===== src/rtl/fproc_meas_hub.sv =====
// Measurement result hub: N_MEAS result slots answered to N_CORES fproc request channels, round-robin.
// Optional FPROC_STALE_BLOCK_EN holds requests for a slot until it has been updated since its last read.
module fproc_meas_hub #(
  parameter int N_CORES        = 8,
  parameter int DATA_WIDTH     = 32,
  parameter int FPROC_ID_WIDTH = 8,
  parameter int N_MEAS         = 8
) (
  input  logic                      clk,
  input  logic                      reset,
  input  logic                      meas_valid   [N_MEAS],
  input  logic [DATA_WIDTH-1:0]     meas_data    [N_MEAS],
  input  logic                      fproc_enable [N_CORES],
  input  logic [FPROC_ID_WIDTH-1:0] fproc_id     [N_CORES],
  output logic                      fproc_ready  [N_CORES],
  output logic [DATA_WIDTH-1:0]     fproc_data   [N_CORES],
  output logic                      id_err
);

  localparam int PW = (N_CORES > 1) ? $clog2(N_CORES) : 1;

  logic [DATA_WIDTH-1:0]     r_slot [N_MEAS];
  logic [N_CORES-1:0]        r_pend;
  logic [FPROC_ID_WIDTH-1:0] r_id   [N_CORES];
  logic [PW-1:0]             r_ptr;
  logic [N_CORES-1:0]        r_ready;
  logic [DATA_WIDTH-1:0]     r_data [N_CORES];
  logic                      r_id_err;

  logic [N_CORES-1:0]        w_elig;
  logic [PW-1:0]             w_idx [N_CORES];
  logic                      w_gnt_vld;
  logic [PW-1:0]             w_gnt;
  logic [PW-1:0]             w_ptr_nxt;
  logic [FPROC_ID_WIDTH-1:0] w_gnt_id;
  logic [DATA_WIDTH-1:0]     w_rd;
  logic                      w_in_range;

  function automatic logic id_hit(input logic [FPROC_ID_WIDTH-1:0] id, input int k);
    return (int'(id) == k);
  endfunction

`ifdef FPROC_STALE_BLOCK_EN
  logic [N_MEAS-1:0] r_fresh;

  // Out-of-range ids never match a slot and so stay eligible.
  function automatic logic fresh_ok(input logic [FPROC_ID_WIDTH-1:0] id,
                                    input logic [N_MEAS-1:0] fresh);
    logic ok;
    ok = 1'b1;
    for (int k = 0; k < N_MEAS; k++) begin
      ok = id_hit(id, k) ? fresh[k] : ok;
    end
    return ok;
  endfunction
`endif

  always_comb begin
    w_elig = '0;
    for (int c = 0; c < N_CORES; c++) begin
`ifdef FPROC_STALE_BLOCK_EN
      w_elig[c] = r_pend[c] && fresh_ok(r_id[c], r_fresh);
`else
      w_elig[c] = r_pend[c];
`endif
    end
  end

  // Search order starts at the pointer; the first eligible core wins.
  always_comb begin
    w_gnt_vld = 1'b0;
    w_gnt     = '0;
    for (int i = 0; i < N_CORES; i++) begin
      w_idx[i] = PW'((int'(r_ptr) + i) % N_CORES);
      if (!w_gnt_vld && w_elig[w_idx[i]]) begin
        w_gnt_vld = 1'b1;
        w_gnt     = w_idx[i];
      end else begin
        w_gnt_vld = w_gnt_vld;
      end
    end
    w_ptr_nxt = (w_gnt == PW'(N_CORES - 1)) ? '0 : w_gnt + 1'b1;
  end

  // A same-cycle update of the requested slot is forwarded instead of the stored value.
  always_comb begin
    w_gnt_id   = r_id[w_gnt];
    w_rd       = '0;
    w_in_range = 1'b0;
    for (int k = 0; k < N_MEAS; k++) begin
      if (id_hit(w_gnt_id, k)) begin
        w_in_range = 1'b1;
        w_rd       = meas_valid[k] ? meas_data[k] : r_slot[k];
      end else begin
        w_in_range = w_in_range;
      end
    end
  end

  always_ff @(posedge clk) begin
    if (!reset) begin
      r_pend   <= '0;
      r_ptr    <= '0;
      r_ready  <= '0;
      r_id_err <= 1'b0;
      for (int k = 0; k < N_MEAS; k++) r_slot[k] <= '0;
      for (int c = 0; c < N_CORES; c++) begin
        r_id[c]   <= '0;
        r_data[c] <= '0;
      end
    end else begin
      for (int k = 0; k < N_MEAS; k++) begin
        if (meas_valid[k]) r_slot[k] <= meas_data[k];
      end
      r_ready  <= '0;
      r_id_err <= 1'b0;
      for (int c = 0; c < N_CORES; c++) begin
        r_data[c] <= '0;
        // Pending cores (including the one granted now) ignore further enables.
        if (fproc_enable[c] && !r_pend[c]) begin
          r_pend[c] <= 1'b1;
          r_id[c]   <= fproc_id[c];
        end
      end
      if (w_gnt_vld) begin
        r_pend[w_gnt]  <= 1'b0;
        r_ready[w_gnt] <= 1'b1;
        r_data[w_gnt]  <= w_rd;
        r_id_err       <= !w_in_range;
        r_ptr          <= w_ptr_nxt;
      end
    end
  end

`ifdef FPROC_STALE_BLOCK_EN
  // A grant consumes the slot even when it coincides with an update, since that update is forwarded.
  always_ff @(posedge clk) begin
    if (!reset) begin
      r_fresh <= '0;
    end else begin
      for (int k = 0; k < N_MEAS; k++) begin
        if (w_gnt_vld && id_hit(w_gnt_id, k)) r_fresh[k] <= 1'b0;
        else if (meas_valid[k])               r_fresh[k] <= 1'b1;
      end
    end
  end
`endif

  for (genvar c = 0; c < N_CORES; c++) begin : g_out
    assign fproc_ready[c] = r_ready[c];
    assign fproc_data[c]  = r_data[c];
  end
  assign id_err = r_id_err;

endmodule


===== config.mk =====
export PLATFORM = sky130hd
export DESIGN_NAME = fproc_meas_hub
export DESIGN_NICKNAME = d
export VERILOG_FILES = /design/src/rtl/fproc_meas_hub.sv
export SDC_FILE = /design/constraint.sdc
export NUM_CORES = 1
export LEC_CHECK = 0
export BUFFER_PORTS_ARGS = -buffer_cell sky130_fd_sc_hd__buf_2
export CAP_MARGIN = 20
export CORE_MARGIN = 4
export CORE_UTILIZATION = 50
export CTS_CLUSTER_DIAMETER = 120
export DETAILED_ROUTE_END_ITERATION = 10
export GPL_ROUTABILITY_DRIVEN = 0
export GPL_TIMING_DRIVEN = 0
export PLACE_DENSITY = 0.75
export SYNTH_ARGS = -nofsm -noshare
export SYNTH_HDL_FRONTEND = slang
export SYNTH_SLANG_ARGS = --single-unit

===== constraint.sdc =====
create_clock -name clk -period 12.17 [get_ports clk]
set_input_delay 1.217 -clock clk [delete_from_list [all_inputs] [get_ports clk]]
set_output_delay 1.217 -clock clk [all_outputs]
set_load 0.1 [all_outputs]

==> results.toml, run 1 <==
[floorplanning]
initial_utilization = 0.505
die_x_microns = 236
num_rows = 83
coreArea_sq_mm = 0.0514
dieArea_sq_mm = 0.0557
pin_count = 603
die_h_microns = 236

[critical_path]
crit_required_ns = 12.60
critPathCaptureType = "register"
reg2reg_to = "r_data[5][8]$_SDFF_PN0_"
crit_path_max_fanout = 10
crit_end = "r_data[5][8]$_SDFF_PN0_"
start_kind = "register"
r2r_start = "r_ptr[0]$_SDFFE_PN0N_"
crit_start = "r_ptr[0]$_SDFFE_PN0N_"
rrSetupSlack_ns = 4.97
worstPathArrival_ns = 7.63
critPathKind = "register to register"
worstRegToRegCells = 17

[routing]
drc_errors = 0
drt_iter0_drc = 2863
postRouteAntennaNets = 0
wl_per_cell_microns = 27.1
viasPerCell = 6.09
routed_wl_mm = 98.4
drt_first_pass_iters = 6
num_vias = 22107

[synth]
synth_top_area_frac = 0.370
ys.flop_type = "edfxtp_1"
syn_avg_cell_area_sq_um = 11.9
synthDistinctLibCells = 68
yosysWarnings = 0
synthTopCellsByArea = "edfxtp_1, dfxtp_1, a211oi_1"
syn-instance-count = 2180
synthesis.nets = 2522
async_flop_share = 0
yosys.area.top_type = "edfxtp_1"
synth_edf_count = 320
ys_seq_elements = 596
netlist_area_sq_mm = 0.0260
synth_most_common_cell = "edfxtp_1"
synth_common_cells = "edfxtp_1, dfxtp_1, a211oi_1, and3_1, mux2i_1"
ys_seq_area_frac = 0.583

[sta]
rsz0062_at_grt = "no"
final-max-slew-violation-count = 0
timing.final.hold_violations = 0
period_share = 0.592
relSlewSlack = 0.178
report.final.setup_viol = 0
worstMarginPinSlew_ns = 1.23
finalClockSkew_ns = 0.0196
timing.fmax_ghz = 0.139
fin_hold_ws_ns = 0.665
fin_crit_ns = 7.20
setup_tns_ns = 0

[grt]
grt_remaining_overflow = 0
grt_pass1_wl_mm = 140
grt_max_degree = 33
antenna_found_initial = 48
grt_pass1_vias = 21842
track_usage = 0.335

[clocking]
cts_resized = 0
cts.sinks = 596
htree_levels = 2
cts_setup_buffers = 0
root_buffer = "clkbuf_16"
numCtsBuffers = 61
clk_latency_ns = 0.64
holdBufCountCts = 0
cts_tree = "built"
clk_pin_slew_worst_paths_ns = 0.07
cts.path.max_buffers = 3

[min_path]
hold_path.class = "register to register"

[final_layout]
nFillCells = 4060
area_growth_pct = 24.1
nets = 3202
drive_gt1_frac = 0.299

[placed_design]
io_buffers = 596
hpwlAfterDp_mm = 76.2

[run]
drv_cap = 0

[outcome]
status = "finished, final reports clean"
## per-stage QoR
stage,instance area [sq um],setup WS [ns],instances,util
6_report,32200,4.97,3631,0.627
5_1_grt,32200,4.58,3620,0.627
4_1_cts,32100,5.12,3580,0.624
3_5_place_dp,29900,5.18,3464,0.583
3_3_place_gp,29800,5.18,3456,0.580
2_1_floorplan,26000,7.03,2180,-
## metal layers
layer | vias to the layer above | GRT usage | part of all wire
met2 | 1500 | 0.533 | 0.46
met4 | 28 | 0.143 | 0.045
met3 | 280 | 0.102 | 0.12
met1 | 10702 | 0.426 | 0.37
li1 | 9597 | - | -
met5 | - | 0.00260 | 0.0018
## flip-flops by register name (all words and copies together) (netlist names)
| name | flops |
|---|---|
| r_slot | 256 |
| r_id | 64 |
| r_ptr | 3 |
| id_err | 1 |
| r_data | 256 |
| r_ready | 8 |
| r_pend | 8 |
## critical path, cell delays in order, from the launching register on
cell	delay, ns
dfxtp_1	0.33
buf_4	0.21
buf_1	0.46
inv_1	0.10
ha_1	0.29
xor2_1	0.41
mux2i_1	0.16
a221oi_1	0.91
a21oi_1	0.14
o21a_1	0.23
o32a_1	0.35
nor3_1	0.88
a22oi_1	0.25
a21oi_2	0.50
buf_2	0.34
a31oi_1	0.18
a221oi_2	1.02
nor2_1	0.23
## final cells by class
class	instances	area, sq um	area share
diodes	38	95.1	0.00295
plain buffers	191	842	0.0261
clock buffers	84	1750	0.0542
clock inverters	32	372	0.0115
inverters	17	63.8	0.00198
multi-input cells	1376	9950	0.309
flip-flops and latches	596	15100	0.469
well taps	680	851	0.0264
repair buffers	617	3190	0.0990
## worst min path at each step
stage / startpoint / endpoint / depth (start not counted)
floorplan: r_pend[7]$_SDFF_PN0_ / r_pend[7]$_SDFF_PN0_ / 2
finish: r_pend[7]$_SDFF_PN0_ / r_pend[7]$_SDFF_PN0_ / 2
global placement: r_pend[7]$_SDFF_PN0_ / r_pend[7]$_SDFF_PN0_ / 2
global route: r_pend[7]$_SDFF_PN0_ / r_pend[7]$_SDFF_PN0_ / 2
detailed placement: r_pend[7]$_SDFF_PN0_ / r_pend[7]$_SDFF_PN0_ / 2
CTS: r_pend[7]$_SDFF_PN0_ / r_pend[7]$_SDFF_PN0_ / 2
## layout by cell type, fill, tap and decap left out, types with 9 or more instances in the layout
| cell type | n |
|---|---|
| and2_1 | 135 |
| nor2b_1 | 97 |
| a21oi_1 | 80 |
| diode_2 | 38 |
| edfxtp_1 | 320 |
| mux4_2 | 13 |
| a211oi_2 | 16 |
| inv_1 | 17 |
| a211oi_1 | 257 |
| mux2i_1 | 147 |
| o2111a_1 | 16 |
| clkinv_2 | 14 |
| clkbuf_1 | 143 |
| nor2_1 | 143 |
| a221oi_4 | 10 |
| nand2_1 | 33 |
| o21ai_0 | 44 |
| buf_2 | 642 |
| buf_1 | 9 |
| mux2_2 | 41 |
| o21ai_1 | 9 |
| and3_1 | 198 |
| dfxtp_1 | 276 |
| a21o_1 | 16 |
| buf_4 | 14 |
| a31oi_1 | 15 |
| clkbuf_16 | 64 |
## cells by family (layout without fill, tap and decap cells)
kind of cell,Yosys count,after routing,share of synthesized area
compound gates,509,509,0.150
xor+xnor,4,4,0.00135
fa+ha+maj,4,4,0.00193
buf+inv,208,941,0.0349
flops,596,596,0.583
mux,203,203,0.0871
other cells,0,38,0
simple gates,656,656,0.142
Power of run 1 is left out: the tool's default activity adds up to more than one toggle a clock period on the data nets, which glitch-free logic cannot reach.
==> run 2, diff against run 1 <==
==> constraint.sdc (replaced) <==
create_clock -name clk -period 7.17 [get_ports clk]
set_input_delay 0.717 -clock clk [delete_from_list [all_inputs] [get_ports clk]]
set_output_delay 0.717 -clock clk [all_outputs]
set_load 0.1 [all_outputs]
==> results.toml, run 2 (synthesis gave the netlist of run 1 again) <==
[routing]
viasPerCell = 6.09
drt_first_pass_iters = 6
top_layer_used = "met5"
postRouteAntennaNets = 0
routed_wl_mm = 98.4
routed-wl-met3_mm = 12.0
route.met2.wl_mm = 46.0
drc_errors = 0
num_vias = 22157
wl_per_cell_microns = 27.1
drt_iter0_drc = 2923
wl_met1_mm = 35.9

[sta]
relSlewSlack = 0.348
worstMarginPinSlew_ns = 0.971
final-max-slew-violation-count = 0
finalWorstSetupSlack_ns = 0.310
timing.fmax_ghz = 0.146
timing.final.hold_violations = 0
period_share = 0.957
fin_crit_ns = 6.86
finalClockSkew_ns = 0.0177
report.final.setup_viol = 0

[floorplanning]
die_h_microns = 236
coreArea_sq_mm = 0.0514
initial_utilization = 0.505
die_x_microns = 236
pin_count = 603
num_rows = 83
dieArea_sq_mm = 0.0557

[clocking]
root_buffer = "clkbuf_16"
numCtsBuffers = 61
holdBufCountCts = 0
cts_tree = "built"
clk_pin_slew_worst_paths_ns = 0.06
cts.sinks = 596
htree_levels = 2
clk_latency_ns = 0.64
cts.path.max_buffers = 3

[min_path]
hold_path.class = "primary input to register"

[final_layout]
mostFrequentLayoutCells = "buf_2, edfxtp_1, dfxtp_1"
reg_top3 = "r_data (256), r_slot (256), r_id (64)"
nets = 3205
final_util = 0.630
drive_gt1_frac = 0.302
layout_commonest_cell = "buf_2"
instances_no_fill = 3636
area_growth_pct = 24.6

[grt]
grt_pass1_wl_mm = 140
antenna_found_initial = 48
track_usage = 0.335
grt_pass1_vias = 21842
grt_max_degree = 33
grt_remaining_overflow = 0

[critical_path]
start_kind = "register"
critPathCaptureType = "register"
worstPathArrival_ns = 7.35
crit_path_max_fanout = 10
crit_required_ns = 7.66
critPathKind = "register to register"

[outcome]
status = "finished, final reports clean"

[placed_design]
dp_slack_ns = 0.177
io_buffers = 596
hpwlAfterDp_mm = 76.2
post-place-cells = 3464

[run]
drv_cap = 0
-- run 2: changes by cell type in the layout (fill, tap and decap cells not counted), sizes merged --
cell / delta
buf: +3
diode: +2
-- run 2: layer usage --
metal / GRT usage / vias up
met5: 0.00260 / -
met4: 0.143 / 26
met3: 0.102 / 275
met2: 0.533 / 1568
met1: 0.426 / 10686
li1: - / 9602
-- run 2: path summary, 6_finish.rpt --
| path | startpoint | endpoint | slack, ns | depth (start not counted) |
|---|---|---|---|---|
| hold reg to reg | r_pend[7]$_SDFF_PN0_ | r_pend[7]$_SDFF_PN0_ | 0.67 | 2 |
| hold / removal | fproc_id[59] | r_id[0][3]$_SDFFCE_PN0P_ | 0.36 | 2 |
| setup reg to reg | r_ptr[0]$_SDFFE_PN0N_ | r_data[3][9]$_SDFF_PN0_ | 0.31 | 17 |
| setup / recovery | r_ptr[0]$_SDFFE_PN0N_ | r_data[3][9]$_SDFF_PN0_ | 0.31 | 17 |
-- run 2: cell type report --
type / instances / area (sq um)
clock buffers: 84 / 1750
multi-input cells: 1376 / 10000
diodes: 40 / 100
plain buffers: 191 / 843
repair buffers: 620 / 3230
clock inverters: 32 / 372
well taps: 680 / 851
fillers: 4041 / 19000
flip-flops and latches: 596 / 15100
inverters: 17 / 63.8
-- run 2: stage by stage --
stage                     hold WS (ns)  area [sq um]   TNS, ns
after floorplan                  0.565         26000         0
after detailed placement         0.643         29900         0
after CTS                        0.334         32100         0
after global placement           0.642         29800         0
after global routing             0.352         32300  -0.00579
final                            0.358         32400         0
-- run 2: timing repair --
action,4_1_cts,5_1_grt
resized for setup,0,14
endpoints found under the setup margin,0,154
buffers inserted,0,3
-- run 2: critical path, stage by stage (launching register included) --
cell       delay [ns]
dfxtp_1          0.33
buf_4            0.21
buf_1            0.45
inv_1            0.10
ha_1             0.29
xnor2_1          0.54
mux2i_1          0.16
a221oi_1         0.74
o221ai_1         0.20
a211oi_1         0.42
o22ai_1          0.26
a21oi_1          0.67
a2bb2oi_1        0.27
a21oi_2          0.50
buf_2            0.34
nand4_1          0.37
clkbuf_1         0.41
a211oi_1         0.42
Power of run 2 is left out for the same reason.
==> run 3, diff against run 2 <==
--- a/config.mk
+++ b/config.mk
@@ -5,6 +5,7 @@
 export SDC_FILE = /design/constraint.sdc
 export NUM_CORES = 1
 export LEC_CHECK = 0
+export ABC_AREA = 1
 export BUFFER_PORTS_ARGS = -buffer_cell sky130_fd_sc_hd__buf_2
 export CAP_MARGIN = 20
 export CORE_MARGIN = 4
@@ -14,6 +15,7 @@
 export GPL_ROUTABILITY_DRIVEN = 0
 export GPL_TIMING_DRIVEN = 0
 export PLACE_DENSITY = 0.75
+export SKIP_LAST_GASP = 1
 export SYNTH_ARGS = -nofsm -noshare
 export SYNTH_HDL_FRONTEND = slang
 export SYNTH_SLANG_ARGS = --single-unit
==> results.toml, run 3 <==
[critical_path]
reg2reg_to = "r_data[6][21]$_SDFF_PN0_"
crit_start = "r_ptr[1]$_SDFFE_PN0N_"
crit_path_max_fanout = 10
critPathKind = "register to register"
crit_end = "r_data[6][21]$_SDFF_PN0_"
rrSetupSlack_ns = 1.82
crit_required_ns = 7.66
start_kind = "register"
cpMostUsedCell = "nand2_1"
worstPathArrival_ns = 5.84
r2r_start = "r_ptr[1]$_SDFFE_PN0N_"
max_stage_delay_ns = 0.44
critPathCaptureType = "register"
slowest_stage = "nor2_1"
worstRegToRegCells = 31

[sta]
period_share = 0.746
timing.fmax_ghz = 0.187
relSlewSlack = 0.313
worstMarginPinSlew_ns = 1.03
fin_hold_ws_ns = 0.334
finalClockSkew_ns = 0.0200
report.final.setup_viol = 0
timing.final.hold_violations = 0
rsz0062_at_grt = "no"
fin_crit_ns = 5.35
final-max-slew-violation-count = 0
setup_tns_ns = 0

[final_layout]
nFillCells = 4284
multi_input_area_sq_mm = 0.00812
area_growth_pct = 23.4
reg_top3 = "r_data (256), r_slot (256), r_id (64)"
nets = 3881
mostFrequentLayoutCells = "buf_2, nand2_1, nor2_1"
regArea_sq_mm = 0.0151
instances_no_fill = 4277
drive_gt1_frac = 0.238
layout_commonest_cell = "buf_2"

[synth]
yosysWarnings = 0
ys_seq_area_frac = 0.600
syn_avg_cell_area_sq_um = 8.76
synth_most_common_cell = "nand2_1"
netlist_area_sq_mm = 0.0252
async_flop_share = 0
synth_edf_count = 320
yosys.area.top_type = "edfxtp_1"
ys_seq_elements = 596
synth_common_cells = "nand2_1, nor2_1, inv_1, edfxtp_1, dfxtp_1"
synthesis.nets = 3221
synthDistinctLibCells = 40
syn-instance-count = 2879
ys.flop_type = "edfxtp_1"
synthTopCellsByArea = "edfxtp_1, dfxtp_1, nand2_1"
synth_top_area_frac = 0.381

[placed_design]
hpwlAfterDp_mm = 67.5
io_buffers = 593
post-place-cells = 4150

[routing]
viasPerCell = 5.26
num_vias = 22486
drc_errors = 0
routed_wl_mm = 86.5
postRouteAntennaNets = 0
wl_per_cell_microns = 20.2
drt_iter0_drc = 2453
drt_first_pass_iters = 6

[grt]
antenna_found_initial = 22
grt_max_degree = 33
track_usage = 0.302
grt_pass1_wl_mm = 123
grt_pass1_vias = 20744
grt_remaining_overflow = 0

[clocking]
holdBufCountCts = 0
cts.path.max_buffers = 3
htree_levels = 2
cts_resized = 0
clk_pin_slew_worst_paths_ns = 0.06
root_buffer = "clkbuf_16"
clk_latency_ns = 0.63
cts.sinks = 596
cts_tree = "built"
numCtsBuffers = 58
cts_setup_buffers = 0

[run]
drv_cap = 0

[floorplanning]
pin_count = 603
initial_utilization = 0.504
die_h_microns = 233
dieArea_sq_mm = 0.0541
num_rows = 82
coreArea_sq_mm = 0.0501
die_x_microns = 233

[min_path]
hold_path.class = "primary input to register"
holdPathStages = 3

[outcome]
status = "finished, final reports clean"
-- run 3: area by class of cell --
type	instances	area share
Antenna cell	16	0.00129
Buffer	154	0.0211
Clock buffer	84	0.0560
Clock inverter	26	0.00796
Inverter	350	0.0422
Multi-Input combinational cell	1779	0.261
Sequential cell	596	0.486
Tap cell	672	0.0270
Timing Repair Buffer	600	0.0973
-- run 3: metrics by stage --
step	area, sq um	setup WS, ns	utilization
3_3_place_gp	29000	2.03	0.580
6_report	31100	1.82	0.622
2_1_floorplan	25200	3.53	-
5_1_grt	31100	1.39	0.622
3_5_place_dp	29100	1.93	0.581
4_1_cts	31100	1.90	0.621
-- run 3: critical path, delay by kind of cell, from the launching register on --
family / cells / cell delay [ns]
AND/OR/NAND/NOR: 24 / 3.56
adder cells (fa/ha/maj): 1 / 0.39
flip-flops: 1 / 0.35
buffers and inverters: 6 / 0.90
-- run 3: how the worst min path moves through the flow --
stage,from,to
2_1_floorplan,r_pend[6]$_SDFF_PN0_,r_pend[6]$_SDFF_PN0_
3_3_place_gp,r_pend[6]$_SDFF_PN0_,r_pend[6]$_SDFF_PN0_
6_report,fproc_enable[5],r_pend[2]$_SDFF_PN0_
5_1_grt,fproc_enable[5],r_pend[2]$_SDFF_PN0_
3_5_place_dp,r_pend[6]$_SDFF_PN0_,r_pend[6]$_SDFF_PN0_
4_1_cts,fproc_enable[5],r_pend[2]$_SDFF_PN0_
-- run 3: kinds of logic (layout without fill, tap and decap cells) --
family          after synthesis  after routing  synth area share
simple gates               1461           1461             0.240
fa+ha+maj                     4              4           0.00198
other cells                   0             16                 0
xor+xnor                      4              4           0.00198
buf+inv                     504           1214            0.0782
mux                          64             64            0.0270
compound gates              246            246            0.0512
flops                       596            596             0.600
-- run 3: routing by layer --
layer	share of wire	wire length, microns	GRT usage	vias up
met4	0.055	4750	0.142	12
met5	0.00080	69	0	-
met1	0.37	31700	0.385	10396
met2	0.47	40300	0.497	1384
li1	-	-	-	10468
met3	0.11	9690	0.0608	226
Power of run 3 is left out for the same reason.
